[config.mk]
export PLATFORM = sky130hd
export DESIGN_NAME = ram_readback_engine_flat
export DESIGN_NICKNAME = d
export VERILOG_FILES = /design/src/rtl/ram_readback_engine_if.sv /design/src/rtl/ram_readback_engine.sv /design/src/flat_wrapper.sv
export SDC_FILE = /design/constraint.sdc
export NUM_CORES = 1
export LEC_CHECK = 0
export BUFFER_PORTS_ARGS = -buffer_cell sky130_fd_sc_hd__buf_4
export CORE_ASPECT_RATIO = 1.25
export CORE_MARGIN = 5
export CORE_UTILIZATION = 56
export DETAILED_ROUTE_END_ITERATION = 10
export PLACE_DENSITY_LB_ADDON = 0.08
export SYNTH_ARGS = -nofsm -noshare
export SYNTH_HDL_FRONTEND = slang
export SYNTH_SLANG_ARGS = --single-unit
[constraint.sdc]
create_clock -name clk -period 2.85 [get_ports clk]
set_input_delay 0.57 -clock clk [delete_from_list [all_inputs] [get_ports clk]]
set_output_delay 0.57 -clock clk [all_outputs]
set_load 0.03 [all_outputs]
[src/rtl/ram_readback_engine_if.sv]
// Bundle of the readback engine's control, RAM bus and word-stream signals.
// The master modport is the engine's side of the bundle.
// The slave modport is the side of the surrounding system: CPU control, RAM and sink.
interface ram_readback_engine_if #(
    parameter int ADDRESS_WIDTH = 16,
    parameter int DATA_WIDTH    = 16
);
    // control
    logic                     halt;
    logic                     start;
    logic [ADDRESS_WIDTH-1:0] start_addr;
    logic [ADDRESS_WIDTH-1:0] end_addr;

    // RAM bus
    logic                     ram_en;
    logic                     ram_rw;
    logic [ADDRESS_WIDTH-1:0] address_bus;
    logic [DATA_WIDTH-1:0]    ram_data;

    // word stream
    logic                     word_valid;
    logic                     word_ready;
    logic [DATA_WIDTH-1:0]    word_data;
    logic [ADDRESS_WIDTH-1:0] word_addr;

    // status
    logic                     busy;
    logic                     done;
    logic                     error;
    logic [DATA_WIDTH-1:0]    checksum;

    modport master (
        input  halt, start, start_addr, end_addr, ram_data, word_ready,
        output ram_en, ram_rw, address_bus, word_valid, word_data, word_addr,
               busy, done, error, checksum
    );

    modport slave (
        output halt, start, start_addr, end_addr, ram_data, word_ready,
        input  ram_en, ram_rw, address_bus, word_valid, word_data, word_addr,
               busy, done, error, checksum
    );
endinterface

[src/rtl/ram_readback_engine.sv]
// Reads a contiguous RAM range back out while the CPU is halted.
// Each word is fetched with a fixed read latency and presented on a valid/ready stream.
// A running wrapping checksum of the accepted words is kept.
// Supported READ_LATENCY range is 1..7, which is why the latency counter is 3 bits wide.
module ram_readback_engine #(
    parameter int ADDRESS_WIDTH = 16,
    parameter int DATA_WIDTH    = 16,
    parameter int READ_LATENCY  = 1
) (
    input  logic clk,
    input  logic reset,
    ram_readback_engine_if.master bus
);
    typedef enum logic [1:0] {
        S_IDLE,
        S_ISSUE,
        S_WAIT,
        S_HOLD
    } state_t;

    localparam logic [2:0] LAT_LOAD = 3'(READ_LATENCY - 1);

    state_t                   state_reg;
    // Current and end addresses carry one extra bit so the end compare never aliases on wrap.
    logic [ADDRESS_WIDTH:0]   cur_reg;
    logic [ADDRESS_WIDTH:0]   end_reg;
    logic [ADDRESS_WIDTH:0]   cur_next;
    logic [2:0]               lat_cnt_reg;

    logic                     ram_en_reg;
    logic [ADDRESS_WIDTH-1:0] address_reg;
    logic                     word_valid_reg;
    logic [DATA_WIDTH-1:0]    word_data_reg;
    logic [ADDRESS_WIDTH-1:0] word_addr_reg;
    logic                     busy_reg;
    logic                     done_reg;
    logic                     error_reg;
    logic [DATA_WIDTH-1:0]    checksum_reg;

    logic                     abort;
    logic                     range_ok;
    logic                     last_word;

    // Losing HALT while owning the bus ends the dump immediately.
    assign abort     = (state_reg != S_IDLE) && !bus.halt;
    assign range_ok  = (bus.start_addr <= bus.end_addr);
    assign last_word = (cur_reg == end_reg);
    assign cur_next  = cur_reg + (ADDRESS_WIDTH + 1)'(1);

    // Whole engine: state, bus drive, word capture and checksum, all registered.
    always_ff @(posedge clk) begin
        if (!reset) begin
            state_reg      <= S_IDLE;
            cur_reg        <= '0;
            end_reg        <= '0;
            lat_cnt_reg    <= '0;
            ram_en_reg     <= 1'b0;
            address_reg    <= '0;
            word_valid_reg <= 1'b0;
            word_data_reg  <= '0;
            word_addr_reg  <= '0;
            busy_reg       <= 1'b0;
            done_reg       <= 1'b0;
            error_reg      <= 1'b0;
            checksum_reg   <= '0;
        end else begin
            done_reg  <= 1'b0;
            error_reg <= 1'b0;
            if (abort) begin
                // Partial checksum is kept so the caller can see how far the dump got.
                state_reg      <= S_IDLE;
                ram_en_reg     <= 1'b0;
                address_reg    <= '0;
                word_valid_reg <= 1'b0;
                busy_reg       <= 1'b0;
                error_reg      <= 1'b1;
            end else begin
                case (state_reg)
                    S_IDLE: begin
                        if (bus.start && bus.halt) begin
                            if (range_ok) begin
                                cur_reg      <= {1'b0, bus.start_addr};
                                end_reg      <= {1'b0, bus.end_addr};
                                checksum_reg <= '0;
                                address_reg  <= bus.start_addr;
                                ram_en_reg   <= 1'b1;
                                busy_reg     <= 1'b1;
                                state_reg    <= S_ISSUE;
                            end else begin
                                error_reg <= 1'b1;
                            end
                        end
                    end
                    S_ISSUE: begin
                        lat_cnt_reg <= LAT_LOAD;
                        state_reg   <= S_WAIT;
                    end
                    S_WAIT: begin
                        if (lat_cnt_reg == 3'd0) begin
                            word_data_reg  <= bus.ram_data;
                            word_addr_reg  <= cur_reg[ADDRESS_WIDTH-1:0];
                            word_valid_reg <= 1'b1;
                            ram_en_reg     <= 1'b0;
                            state_reg      <= S_HOLD;
                        end else begin
                            lat_cnt_reg <= lat_cnt_reg - 3'd1;
                        end
                    end
                    S_HOLD: begin
                        if (word_valid_reg && bus.word_ready) begin
                            checksum_reg   <= checksum_reg + word_data_reg;
                            word_valid_reg <= 1'b0;
                            if (last_word) begin
                                // Stop on the end address itself; the increment is never taken here.
                                done_reg    <= 1'b1;
                                busy_reg    <= 1'b0;
                                address_reg <= '0;
                                state_reg   <= S_IDLE;
                            end else begin
                                cur_reg     <= cur_next;
                                address_reg <= cur_next[ADDRESS_WIDTH-1:0];
                                ram_en_reg  <= 1'b1;
                                state_reg   <= S_ISSUE;
                            end
                        end
                    end
                    default: begin
                        state_reg <= S_IDLE;
                    end
                endcase
            end
        end
    end

    assign bus.ram_en      = ram_en_reg;
    assign bus.ram_rw      = 1'b1;
    assign bus.address_bus = address_reg;
    assign bus.word_valid  = word_valid_reg;
    assign bus.word_data   = word_data_reg;
    assign bus.word_addr   = word_addr_reg;
    assign bus.busy        = busy_reg;
    assign bus.done        = done_reg;
    assign bus.error       = error_reg;
    assign bus.checksum    = checksum_reg;
endmodule

[src/flat_wrapper.sv]
// flat-port wrapper written by rule: the top's interface ports become plain ports
module ram_readback_engine_flat 
#(
    parameter int ADDRESS_WIDTH = 16,
    parameter int DATA_WIDTH    = 16,
    parameter int READ_LATENCY  = 1
)
  (clk, reset, bus_halt, bus_start, bus_start_addr, bus_end_addr, bus_ram_data, bus_word_ready, bus_ram_en, bus_ram_rw, bus_address_bus, bus_word_valid, bus_word_data, bus_word_addr, bus_busy, bus_done, bus_error, bus_checksum);
  ram_readback_engine_if #(.ADDRESS_WIDTH(ADDRESS_WIDTH), .DATA_WIDTH(DATA_WIDTH)) bus_i ();
  input  logic clk;
  input  logic reset;
  input wire logic [$bits(bus_i.halt)-1:0] bus_halt;
  input wire logic [$bits(bus_i.start)-1:0] bus_start;
  input wire logic [$bits(bus_i.start_addr)-1:0] bus_start_addr;
  input wire logic [$bits(bus_i.end_addr)-1:0] bus_end_addr;
  input wire logic [$bits(bus_i.ram_data)-1:0] bus_ram_data;
  input wire logic [$bits(bus_i.word_ready)-1:0] bus_word_ready;
  output wire logic [$bits(bus_i.ram_en)-1:0] bus_ram_en;
  output wire logic [$bits(bus_i.ram_rw)-1:0] bus_ram_rw;
  output wire logic [$bits(bus_i.address_bus)-1:0] bus_address_bus;
  output wire logic [$bits(bus_i.word_valid)-1:0] bus_word_valid;
  output wire logic [$bits(bus_i.word_data)-1:0] bus_word_data;
  output wire logic [$bits(bus_i.word_addr)-1:0] bus_word_addr;
  output wire logic [$bits(bus_i.busy)-1:0] bus_busy;
  output wire logic [$bits(bus_i.done)-1:0] bus_done;
  output wire logic [$bits(bus_i.error)-1:0] bus_error;
  output wire logic [$bits(bus_i.checksum)-1:0] bus_checksum;
  assign bus_i.halt = bus_halt;
  assign bus_i.start = bus_start;
  assign bus_i.start_addr = bus_start_addr;
  assign bus_i.end_addr = bus_end_addr;
  assign bus_i.ram_data = bus_ram_data;
  assign bus_i.word_ready = bus_word_ready;
  assign bus_ram_en = bus_i.ram_en;
  assign bus_ram_rw = bus_i.ram_rw;
  assign bus_address_bus = bus_i.address_bus;
  assign bus_word_valid = bus_i.word_valid;
  assign bus_word_data = bus_i.word_data;
  assign bus_word_addr = bus_i.word_addr;
  assign bus_busy = bus_i.busy;
  assign bus_done = bus_i.done;
  assign bus_error = bus_i.error;
  assign bus_checksum = bus_i.checksum;
  ram_readback_engine #(.ADDRESS_WIDTH(ADDRESS_WIDTH), .DATA_WIDTH(DATA_WIDTH), .READ_LATENCY(READ_LATENCY)) u_core (.clk(clk), .reset(reset), .bus(bus_i));
endmodule
# Yosys cells after proc, flatten, opt, wreduce, memory -nomap -nowiden
# Index checks and enable logic that the tools add are counted.
# Widths: inputs -> output; s select.
[totals]
ff_bits = 107
latch_bits = 0
ram_bits = 0
mem_bits_ro = 0
inputBits = 53
output_inout_bits = 70
word_cells = 94
n_memories = 0
[op_classes]
add_sub_neg = 3
multipliers = 0
n_div = 0
magnitude_cmp = 1
n_eq_ne = 11
shift = 0
n_mux = 39
bitwise_logic = 4
n_reduce_logical = 23
[ops]
columns = ["cell", "n"]
rows = [
  ["$mux 16", 7],
  ["$mux 17", 4],
  ["$pmux 16 s2", 2],
  ["$pmux 17 s2", 1],
  ["$add 17x1->17 const B", 1],
  ["$eq 17x16->1", 1],
  ["$add 16x16->16", 1],
  ["$le 16x16->1", 1],
  ["$mux 1", 15],
  ["$reduce_and 4->1", 3],
  ["$reduce_and 6->1", 2],
  ["$ne 2x1->1 const B", 5],
  ["$reduce_and 5->1", 2],
  ["$reduce_and 3->1", 3],
  ["$mux 2", 4],
  ["$pmux 2 s4", 1],
  ["$reduce_bool 2->1", 4],
  ["$pmux 3 s2", 1],
  ["$eq 2x2->1 const B", 2],
  ["$ne 2x2->1 const B", 2],
  ["$not 1->1", 4],
  ["$pmux 1 s2", 2],
  ["$reduce_or 4->1", 1],
  ["$logic_and 1x1->1", 3],
  ["9 further kinds", 9],
]

# Logic depth before layout (Yosys ltp)
[logic_depth]
depth_word = 5
depth_mapped = 12
depth_no_buf = 9

# Least setup slack after synthesis
# OpenSTA, ideal clock, no wires.
[synth_timing]
path_kind = "input-to-reg"
from = "in bus_end_addr[15]"
to = "reg u_core.end_reg[10]"
setup_time_ns = 0.116
arrival_ns = 2.427
t_required_ns = 2.734
setup_slack_ns = 0.307
cell_stages = 12
n_path_buf = 3
cell_sequence = "inv_1 -> ha_1 -> and4_4 -> nand2_1 -> a211o_1 -> and3_1 -> buf_6 -> o2111a_1 -> buf_6 -> buf_12 -> mux2i_1 -> nor2b_1"
[synth_between]
elab_chain_cells = 2
[synth_rtl]
columns = ["element", "line", "text"]
rows = [
  ["start, declared", "flat_wrapper.sv:15", "input wire logic [$bits(bus_i.end_addr)-1:0] bus_end_addr;"],
  ["$le 16x16->1", "ram_readback_engine.sv:46", "assign range_ok = (bus.start_addr <= bus.end_addr);"],
  ["$reduce_and 4->1 (no source line)", "n/a", ""],
  ["end signal, assigned", "ram_readback_engine.sv:83", "end_reg <= {1'b0, bus.end_addr};"],
  ["end, declared", "ram_readback_engine.sv:26", "logic [ADDRESS_WIDTH:0] end_reg;"],
]
# No other way between the ends.
# A chain may end at the register's enable or synchronous reset.

# Worst setup path after layout
[layout_timing]
from = "reg u_core.checksum_reg[0], in the netlist u_core.bus.checksum[0]"
to = "reg u_core.checksum_reg[14], in the netlist u_core.bus.checksum[14]"
[layout_between]
elab_chain_cells = 3
[layout_rtl]
columns = ["element", "line", "text"]
rows = [
  ["start, declared", "ram_readback_engine.sv:38", "logic [DATA_WIDTH-1:0] checksum_reg;"],
  ["start signal, assigned", "ram_readback_engine.sv:111", "checksum_reg <= checksum_reg + word_data_reg;"],
  ["$add 16x16->16", "ram_readback_engine.sv:111", ""],
  ["$mux 16", "ram_readback_engine.sv:110", "if (word_valid_reg && bus.word_ready) begin"],
  ["$pmux 16 s2", "ram_readback_engine.sv:78", "case (state_reg)"],
]
# No other way between the ends. The select of a mux whose other input is x is not followed.

==> run metrics <==
DR DRC count=0; Tmin final=2.612 ns; Via density=5.799; fin. max-slew vios=0; CP Data Required Time=3.09 ns; Reg area=2142 um2; # setup viols final=0; Max VDD drop=652.7 uV; CTS max path bufs=2; diode count=0; Ports=123; Startpoint Class=register; Die W=104.2 um; clock skew=0.005970 ns; FP Rows=43; flip-flop count of the largest register after layout=17; Slowest-stage cell, CP=fa_1; Yosys cell types=69; Hold Slack=0.4680 ns; WL/cell=17.51 um; first-pass GRT wire length=28390 um; min-delay worst type=reg2reg; Syn Area/Cell=8.197 um2; outcome=finished, final reports clean; Max Fclk=0.3829 GHz; Initial Util=56.61%; setup TNS=0 ns; endpoint class of the critical path=register; # port buffers=121; #FFs+latches synth=107; Multi-input gate area=3711 um2; RSZ-0062 raised after global routing=no; clk_lat worst skew=0.34 ns; Placed Cells incl. Taps=989; # H-tree levels=3; CTS root buf=clkbuf_16; number of global-route vias before repair=5828; GP Congestion=0.9490; Placeable Area=10980 um2; sequential share of the synthesized area=34.47%; Tcrit/Tclk final=91.65%; Final Core Density=68.87%; CTS tree=yes; Num CTS Buffers=9; number of synthesis warnings=0; CP Max Fanout=4; Final ANT Viol Nets=0; grt total ovfl=0; fraction of registers with async set/reset=0%; Max-Cap Viols=0; clock-pin transition on the worst setup and hold timing paths=0.07 ns; nets=958; Num Clock Sinks=107; Critical Setup Path Class=reg2reg; CP cell instances=ha_1, fa_1, a211oi_2, o21bai_1, a31o_2, a221o_1, a21oi_1, xnor2_1, a32o_1; Die Y=127.8 um; largest net degree at the start of global routing=48; vias=5828; syn_nets=851; Netlist Area Pre-Place=6213 um2; slowest stage delay, CP=0.45 ns; final hold vios=0; die area=13320 um2; Worst Max-Slew Pin Slew=1.095 ns; Detailed Route WL=17600 um; Iteration-0 DRC Markers=318; ys flop type=dfxtp_1; Fillers=909; iteration count of the initial detailed-routing pass=6; Finished Layout Cells=1005; Cells after Synth=758; pwr/cell area=690.5 nW/um2; Post-synth EDFFs=0; DP HPWL=13570 um; layout cells sized above 1=20.00%; Max-slew headroom=27.03%; cell leakage power=3.118 nW; Area Overhead vs Synth=21.65%; initial antenna violation count=0; Arr. time, crit path=2.85 ns; Total GRT Usage=25.95%
cells in the mapped netlist (all sizes together), types with 3 or more instances:
cell	n	area, um2
inv	28	105.1
nor3	17	95.09
o211ai	4	35.03
a22oi	3	22.52
and3	5	31.28
a31oi	6	37.54
a21boi	48	360.3
nor2	42	157.7
ha	39	488.0
o21ai	20	103.9
a21oi	43	215.2
nor2b	30	187.7
clkbuf	29	108.9
xor2	9	78.83
nor4	4	31.28
a211oi	18	135.1
o221a	3	33.78
a21o	6	45.04
o21bai	5	37.54
xnor2	31	271.5
nand4	12	75.07
o31ai	3	22.52
mux2i	17	170.2
nand2b	6	37.54
o22ai	9	56.30
a211o	4	35.03
dfxtp	107	2142
or2	3	18.77
nand3	20	100.1
buf	21	151.4
o21a	5	37.54
nand2	127	476.7
cell families (layout without fill, tap and decap cells):
group | after synthesis | count (layout) | share of synthesized area, %
other | 1 | 1 | 0.06035
and+or+nand+nor | 277 | 277 | 20.92
xor gates and xnor gates | 40 | 40 | 5.638
buffers and inverters | 79 | 191 | 5.940
AOI/OAI and AO/OA | 197 | 197 | 22.05
muxes | 17 | 17 | 2.739
DFF | 107 | 107 | 34.47
adders and majority gates | 40 | 40 | 8.176
per-layer routing:
metal / vias up / wire, um / GRT usage (%)
met1: 2727 / 6984 / 29.69
met4: 0 / 715 / 11.51
li1: 2871 / - / -
met3: 40 / 908 / 4.332
met5: - / 0 / 0
met2: 190 / 8991 / 47.30
through the flow:
step	power, W	instance area [um2]	setup slack (ns)
2_1_floorplan	0.003289	6213	0.3073
3_3_place_gp	0.003900	7246	0.07117
3_5_place_dp	0.003952	7246	-0.06328
4_1_cts	0.005246	7552	0.1834
5_1_grt	0.005516	7559	0.04216
6_report	0.005219	7559	0.2380
layout make-up:
type / instances / share of cell area [%]
clock buffers: 13 / 3.443
repair buffers: 146 / 14.83
multi-input cells: 572 / 49.10
flip-flops and latches: 107 / 28.34
well taps: 135 / 2.235
clock inverters: 3 / 0.6125
inverters: 29 / 1.440
layout by cell type (no fill, tap or decap), drive strengths merged, types with 12 or more instances in the layout:
cell,instances
a21oi,43
nor2b,30
ha,39
nand4,12
clkbuf,13
nand3,20
nand2,127
nor3,17
dfxtp,107
nor2,42
xnor2,31
a21boi,48
o21ai,20
inv,28
buf,146
a211oi,18
mux2i,17
critical path, delay by kind of cell, from the launching register on:
family / cells / cell delay (ns)
DFF: 1 / 0.33
AOI/OAI and AO/OA: 6 / 1.40
xor gates and xnor gates: 1 / 0.08
adders and majority gates: 2 / 0.70
path summary, 6_finish.rpt:
kind,from,slack [ns],depth (start not counted),to
min,u_core.bus.word_addr[3],0.47,2,u_core.bus.word_addr[3]
max,u_core.bus.checksum[0],0.24,9,u_core.bus.checksum[14]
max reg2reg,u_core.bus.checksum[0],0.24,9,u_core.bus.checksum[14]
min reg2reg,u_core.bus.word_addr[3],0.47,2,u_core.bus.word_addr[3]
repair_timing:
action / CTS / global route
resized for setup: 0 / 2
hold buffers: 0 / 0
buffers inserted: 0 / 0
endpoints found under the setup margin: 0 / 2
power by group:
part / leakage [nW] / internal [W] / total [W] / switching [W]
sequential: 0.869 / 0.00172 / 0.00193 / 0.000204
clock: 0.146 / 0.000733 / 0.00129 / 0.000561
combinational: 2.10 / 0.000800 / 0.00200 / 0.00120
(Power assumes the default switching activity.)
